$ cat config.mk
export PLATFORM = sky130hd
export DESIGN_NAME = dmem_arbiter
export DESIGN_NICKNAME = d
export VERILOG_FILES = /design/src/rtl/dmem_arbiter.sv
export SDC_FILE = /design/constraint.sdc
export NUM_CORES = 1
export LEC_CHECK = 0
export BUFFER_PORTS_ARGS = -buffer_cell sky130_fd_sc_hd__buf_2
export CELL_PAD_IN_SITES_DETAIL_PLACEMENT = 1
export CELL_PAD_IN_SITES_GLOBAL_PLACEMENT = 1
export CORE_MARGIN = 2
export CORE_UTILIZATION = 27
export CTS_BUF_LIST = sky130_fd_sc_hd__clkbuf_16
export DETAILED_ROUTE_END_ITERATION = 10
export PLACE_DENSITY_LB_ADDON = 0.1
export SETUP_SLACK_MARGIN = 0.2
export SLEW_MARGIN = 30
export SYNTH_ARGS = -nofsm -noshare
export SYNTH_HDL_FRONTEND = slang
export SYNTH_SLANG_ARGS = --single-unit
$ cat constraint.sdc
create_clock -name clk -period 1.6 [get_ports clk]
set_clock_uncertainty 0.1 [all_clocks]
set_input_delay 0 -clock clk [delete_from_list [all_inputs] [get_ports clk]]
set_output_delay 0 -clock clk [all_outputs]
set_load 0.05 [all_outputs]
$ cat src/rtl/dmem_arbiter.sv
// Two-requester (integer / FP) data-memory arbiter with round-robin tie-break.
// Fixed four-phase transaction: IDLE grant, ACCESS strobe, CAPTURE data, ACK pulse.
module dmem_arbiter (
  input  logic        clk,
  input  logic        rst,
  input  logic        i_req,
  input  logic        i_we,
  input  logic [31:0] i_addr,
  input  logic [31:0] i_wdata,
  output logic        i_ack,
  output logic [31:0] i_rdata,
  output logic        i_err,
  output logic        i_stall,
  input  logic        f_req,
  input  logic        f_we,
  input  logic [31:0] f_addr,
  input  logic [31:0] f_wdata,
  output logic        f_ack,
  output logic [31:0] f_rdata,
  output logic        f_err,
  output logic        f_stall,
  output logic        mem_enable,
  output logic        mem_write,
  output logic        mem_read,
  output logic [31:0] address,
  output logic [31:0] write_data,
  input  logic [31:0] mem_data_out
);

  localparam int unsigned DW = 32;

  typedef enum logic [1:0] {
    IDLE    = 2'd0,
    ACCESS  = 2'd1,
    CAPTURE = 2'd2,
    ACK     = 2'd3
  } state_t;

  state_t          state_q;
  logic            owner_q;
  logic            last_grant_q;
  logic            we_q;
  logic            mis_q;
  logic            mem_enable_q;
  logic            mem_write_q;
  logic            mem_read_q;
  logic [DW-1:0]   address_q;
  logic [DW-1:0]   write_data_q;
  logic [DW-1:0]   i_rdata_q;
  logic [DW-1:0]   f_rdata_q;
  logic            i_err_q;
  logic            f_err_q;
  logic            i_ack_q;
  logic            f_ack_q;

  logic            i_pend_d;
  logic            f_pend_d;
  logic            any_pend_d;
  logic            grant_fp_d;
  logic            gnt_we_d;
  logic [DW-1:0]   gnt_addr_d;
  logic [DW-1:0]   gnt_wdata_d;
  logic            gnt_mis_d;

  // Arbitration: a requester still seeing its ack is not re-granted
  always_comb begin
    i_pend_d    = i_req && !i_ack_q;
    f_pend_d    = f_req && !f_ack_q;
    any_pend_d  = i_pend_d || f_pend_d;
    grant_fp_d  = f_pend_d && (!i_pend_d || !last_grant_q);
    gnt_we_d    = grant_fp_d ? f_we    : i_we;
    gnt_addr_d  = grant_fp_d ? f_addr  : i_addr;
    gnt_wdata_d = grant_fp_d ? f_wdata : i_wdata;
    gnt_mis_d   = (gnt_addr_d[1:0] != 2'b00);
  end

  always_ff @(posedge clk) begin
    if (rst) begin
      state_q      <= IDLE;
      owner_q      <= 1'b0;
      last_grant_q <= 1'b1;
      we_q         <= 1'b0;
      mis_q        <= 1'b0;
      mem_enable_q <= 1'b0;
      mem_write_q  <= 1'b0;
      mem_read_q   <= 1'b0;
      address_q    <= '0;
      write_data_q <= '0;
      i_rdata_q    <= '0;
      f_rdata_q    <= '0;
      i_err_q      <= 1'b0;
      f_err_q      <= 1'b0;
      i_ack_q      <= 1'b0;
      f_ack_q      <= 1'b0;
    end else begin
      mem_enable_q <= 1'b0;
      mem_write_q  <= 1'b0;
      mem_read_q   <= 1'b0;
      address_q    <= '0;
      write_data_q <= '0;
      i_ack_q      <= 1'b0;
      f_ack_q      <= 1'b0;
      case (state_q)
        IDLE: begin
          if (any_pend_d) begin
            owner_q      <= grant_fp_d;
            last_grant_q <= grant_fp_d;
            we_q         <= gnt_we_d;
            mis_q        <= gnt_mis_d;
            // Strobes are registered here so they are visible during ACCESS
            if (!gnt_mis_d) begin
              mem_enable_q <= 1'b1;
              mem_write_q  <= gnt_we_d;
              mem_read_q   <= !gnt_we_d;
              address_q    <= gnt_addr_d;
              write_data_q <= gnt_wdata_d;
            end
            state_q <= ACCESS;
          end
        end
        ACCESS: state_q <= CAPTURE;
        CAPTURE: begin
          if (owner_q) begin
            f_err_q <= mis_q;
            f_ack_q <= 1'b1;
            if (!mis_q && !we_q) f_rdata_q <= mem_data_out;
          end else begin
            i_err_q <= mis_q;
            i_ack_q <= 1'b1;
            if (!mis_q && !we_q) i_rdata_q <= mem_data_out;
          end
          state_q <= ACK;
        end
        ACK:     state_q <= IDLE;
        default: state_q <= IDLE;
      endcase
    end
  end

  assign i_ack      = i_ack_q;
  assign f_ack      = f_ack_q;
  assign i_rdata    = i_rdata_q;
  assign f_rdata    = f_rdata_q;
  assign i_err      = i_err_q;
  assign f_err      = f_err_q;
  assign i_stall    = i_req && !i_ack_q;
  assign f_stall    = f_req && !f_ack_q;
  assign mem_enable = mem_enable_q;
  assign mem_write  = mem_write_q;
  assign mem_read   = mem_read_q;
  assign address    = address_q;
  assign write_data = write_data_q;

endmodule

* Word-level counts from Yosys, hierarchy flattened
Index checks and enable logic that the tools add are counted.
** Word-level totals
- Bits of input ports :: 166
- Flip-flop bits (word level) :: 141
** Operators by class
- Reduce and logical (&&, ||, !) cells :: 23
- Eq/ne operators :: 4
- Multiplexer cells :: 8
- Bitwise gates (word level) :: 4
** Operators with widths (number)
- $mux W32 :: 2
- $pmux W2 S4 :: 1
- $logic_not A1 Y1 :: 7
- $reduce_and A2 Y1 :: 3
- $reduce_and A3 Y1 :: 2
- $eq A2 B2 Y1 const B :: 2
- $logic_and A1 B1 Y1 :: 4
- $mux W1 :: 4
- $not A1 Y1 :: 4
- $reduce_or A4 Y1 :: 1
- $reduce_or A3 Y1 :: 1
- $eq A2 B1 Y1 const B :: 1
- $logic_not A2 Y1 :: 1
- $logic_or A1 B1 Y1 :: 2
- $mux W2 :: 1
- $ne A2 B2 Y1 const B :: 1
- $reduce_bool A2 Y1 :: 1
- $reduce_or A2 Y1 :: 1

* Logic depth before layout (Yosys ltp)
- Depth after elaboration :: 8
- Gate-level depth with buffers :: 8
- Mapped depth without buffers :: 6

* Least setup slack after synthesis
No wires, ideal clock.
- Path kind :: register -> register
- Start point :: reg f_ack_q, in the netlist f_ack
- End point :: reg address_q[16], in the netlist address[16]
- Cell stages (with the launch flop) :: 7
- Path slack :: -392 ps
- Setup time :: 120 ps
- Arrival :: 1772 ps
- Period minus slack after synthesis :: 1992 ps
- Data required time :: 1380 ps
- Cells stage by stage :: dfxtp_1 > nand2b_2 > inv_1 > o21ai_1 > buf_2 > buf_2 > a21oi_1
** On the way
- Cells in the longest elaborated chain, start to end :: 6
** RTL lines
- start: declaration :: line 54 : logic f_ack_q;
- start signal: assignment :: line 94 : f_ack_q <= 1'b0;
- start signal: assignment :: line 102 : f_ack_q <= 1'b0;
- start signal: assignment :: line 125 : f_ack_q <= 1'b1;
- $logic_not A1 Y1 *
- $logic_and A1 B1 Y1 *
- net f_stall :: line 21 : output logic f_stall,
- $logic_and A1 B1 Y1 :: line 70 : grant_fp_d = f_pend_d && (!i_pend_d || !last_grant_q);
- $mux W32 :: line 72 : gnt_addr_d = grant_fp_d ? f_addr : i_addr;
- $reduce_bool A2 Y1 :: line 74 : gnt_mis_d = (gnt_addr_d[1:0] != 2'b00);
- $reduce_or A4 Y1 (no line)
- end signal: assignment :: line 115 : address_q <= gnt_addr_d;
- end: declaration :: line 47 : logic [DW-1:0] address_q;
Mark *: on every way through the listed nets, which the timed path passes. The rest lies on a longest branch.
A chain may end at the register's enable or synchronous reset.

* Final worst setup path
- Start point :: reg f_ack_q, in the netlist f_ack
- End point :: reg write_data_q[25], in the netlist write_data[25]
** On the way
- Cells in the longest elaborated chain, start to end :: 6
** RTL lines
- $logic_not A1 Y1 * :: line 68 : f_pend_d = f_req && !f_ack_q;
- $logic_and A1 B1 Y1 * :: line 68
- $logic_and A1 B1 Y1 :: line 70
- $mux W32 :: line 72
- $reduce_bool A2 Y1 :: line 74
- $reduce_or A4 Y1 (no line)
- end signal: assignment :: line 116 : write_data_q <= gnt_wdata_d;
- end: declaration :: line 48 : logic [DW-1:0] write_data_q;
Every way passes the cells marked *; elsewhere a longest branch is shown, timed or not.

==> flow_summary.yaml <==
outcome:
  status: "complete, but fails checks"
  violations: "negative setup slack"
logic_synthesis:
  synth.most_common_cell: "dfxtp_1"
  netlist_instances: 631
  synth_edf_count: 0
  ys_warn_count: 0
  syn-cell-area_sq_um: 5200
  synth_seq_area_share_pct: 54.2
  synth_cell_types: 28
  synth-seq-cells: 141
  synth_top_area_share_pct: 54.2
  avgSynthCellArea_sq_um: 8.25
  synthTopCellsByCount: "141 x dfxtp_1, 134 x nand2_1, 132 x a21oi_1"
  synth_top_area_cell: "dfxtp_1"
  ys_async_sr_fraction_pct: 0
  ys_top_cells_by_area: "dfxtp_1 54%, a21oi_1 13%, nand3_1 12%, nand2_1 9.7%, buf_2 2.6%"
  ys.flop_type: "dfxtp_1"
run:
  maxCapViolCount: 0
floorplan:
  ioPinCount: 303
  rows: 50
  die_h_um: 143
  core-area_sq_um: 18800
  die_area_sq_um: 20400
  die_w_um: 143
  initial_core_util_pct: 27.6
worst_setup_path:
  required_ns: 1.83
  end_kind: "flop"
  arrival_ns: 1.91
  critPathKind: "flop to flop"
  path_max_fanout: 6
  start_kind: "flop"
power_and_ir_drop:
  comb_power_share_pct: 41.2
  switchingPower_uw: 4980
  power_density_nw_per_um2: 1180
  peakVddDrop_mv: 0.843
  switching_share_pct: 37.7
  p_seq_share_pct: 30.8
  p_total_uw: 13200
  cellLeakagePower_uw: 0.00470
  power_frac_clock_pct: 28.0
  intPower_uw: 8240
global_routing:
  grt_usage_pct: 24.0
  grt_pass1_wl_um: 37900
  grt_max_degree: 75
  grt_pass1_vias: 7356
  antenna_found_initial: 2
  gr-total-overflow: 0
sta:
  finalCritPeriodShare_pct: 105
  whs_ns: 0.157
  hold_viol: 0
  min_period_ns: 1.68
  grt_setup_unrepaired: "yes"
  setup_slack_ns: -0.0777
  max_freq_ghz: 0.596
  setup_viol: 24
  slew_violations: 0
final_layout:
  nets: 1309
  n_fill_cell: 2138
  area_growth_pct: 116
  drive_above_1_share_pct: 52.4
  stdcell_area_sq_um: 11200
drt:
  drtAntennaViolNets: 0
  wire_per_inst_um: 22.3
  wl_um: 31500
  avgViaCountPerCell: 4.98
  drcViolationCount: 0
  drt_iter0_markers: 245
  vias: 7045
  dr.pass1.iters: 4
cts:
  cts_tree: "yes"
  htreeDepth: 4
  clk_latency_ns: 0.43
  clockBufferDepth: 2
  cts_made_buffers: 17
  clockRootBuffer: "clkbuf_16"
  clk_pin_slew_ns: 0.06
  numClockSinks: 141
worst_hold_path:
  worst_hold_path_type: "input port to flop"
placed_design:
  io_buffers: 302
  place.gp.congestion: 0.757
  dpl_cell_area_sq_um: 7190
  dpl.hpwl_um: 14500
## cells by family (layout without fill, tap and decap cells)
logic type      count (synthesis)  after routing  share of synthesized area (%)
mux                             2              2                          0.385
fa+ha+maj                       3              3                          0.721
buf+inv                        62            582                           6.20
other cells                     1              4                         0.0720
simple gates                  281            281                           24.1
compound gates                141            141                           14.3
flops                         141            141                           54.2
## repair_timing
action,4_1_cts,5_1_grt
pin swaps,14,87
buffers inserted,10,20
gates resized for setup,39,211
cloned,5,19
setup endpoints to repair,136,137
hold buffers,163,0
endpoints found under the hold margin,133,0
## cell usage in the layout, fill, tap and decap left out, drive strengths merged, types with 2 or more instances in the layout
| master | synthesis | routed |
|---|---|---|
| nor2b | 2 | 2 |
| or3 | 2 | 2 |
| a21oi | 133 | 133 |
| diode | 0 | 2 |
| ha | 3 | 3 |
| conb | 1 | 2 |
| dfxtp | 141 | 141 |
| clkinvlp | 0 | 3 |
| nor3 | 2 | 2 |
| nand3b | 3 | 3 |
| mux2i | 2 | 2 |
| nand2b | 2 | 2 |
| clkinv | 0 | 8 |
| clkbuf | 19 | 31 |
| nand2 | 134 | 134 |
| nor2 | 9 | 9 |
| nand3 | 127 | 127 |
| dlygate4sd3 | 0 | 163 |
| o21ai | 2 | 2 |
| inv | 4 | 6 |
| buf | 39 | 369 |
## power groups by stage
| stage | sequential, uW | combinational [uW] | clock [uW] |
|---|---|---|---|
| floorplan | 4940 | 1330 | 0 |
| detailed placement | 4090 | 3220 | 0 |
| CTS | 4020 | 4110 | 3710 |
| global route | 4110 | 5680 | 3890 |
| global placement | 4070 | 3150 | 0 |
| finish | 4070 | 5450 | 3700 |
## final cells by class
cell class                 instances  area (sq um)  area share (%)
timing repair buffer             547          4460            39.8
multi-input combinational        429          3050            27.1
sequential                       141          2830            25.2
clock buffer                      17           425            3.79
tap                              260           325            2.90
clock inverter                    14           104           0.926
inverter                           4          18.8           0.167
antenna                            2          5.00          0.0446
## worst paths after layout
kind	from	slack, ns	cells after the start	end
max	f_ack$_SDFF_PP0_	-0.08	8	write_data[25]$_SDFF_PP0_
min	f_req	0.16	6	mem_enable$_SDFF_PP0_
max reg2reg	f_ack$_SDFF_PP0_	-0.08	8	write_data[25]$_SDFF_PP0_
min reg2reg	i_rdata[30]$_SDFFE_PP0P_	0.35	2	i_rdata[30]$_SDFFE_PP0P_
## stage by stage
stage	std cells	setup slack [ns]	TNS [ns]	util (%)
after floorplan	632	-0.0644	-2.62	-
after global placement	1164	-0.0403	-0.0403	38.2
after detailed placement	1164	-0.0646	-0.105	38.2
after CTS	1373	0.0337	0	51.9
after global routing	1414	-0.163	-4.53	59.6
final	1414	-0.0777	-0.519	59.6
## critical path, stage by stage, from the launching register on
cell and delay, ns:
dfxtp_4 0.33, nand2b_4 0.16, buf_6 0.13, a21oi_4 0.14
buf_12 0.17, buf_12 0.12, clkbuf_16 0.15, nand3_1 0.08
a21oi_1 0.20
## layer usage
metal	share of wire, %	up-vias	track usage [%]
met1	38	3478	26.2
li1	-	3171	-
met4	3.7	0	11.3
met5	0	-	0
met2	53	303	43.1
met3	5.0	93	6.44
## registers in the layout, indices dropped and copies added, names as in the netlist, 2 cells and up
| signal | cells |
|---|---|
| address | 32 |
| f_rdata | 32 |
| write_data | 32 |
| state_q | 2 |
| i_rdata | 32 |
No activity file was read; power rests on OpenSTA's default activity.
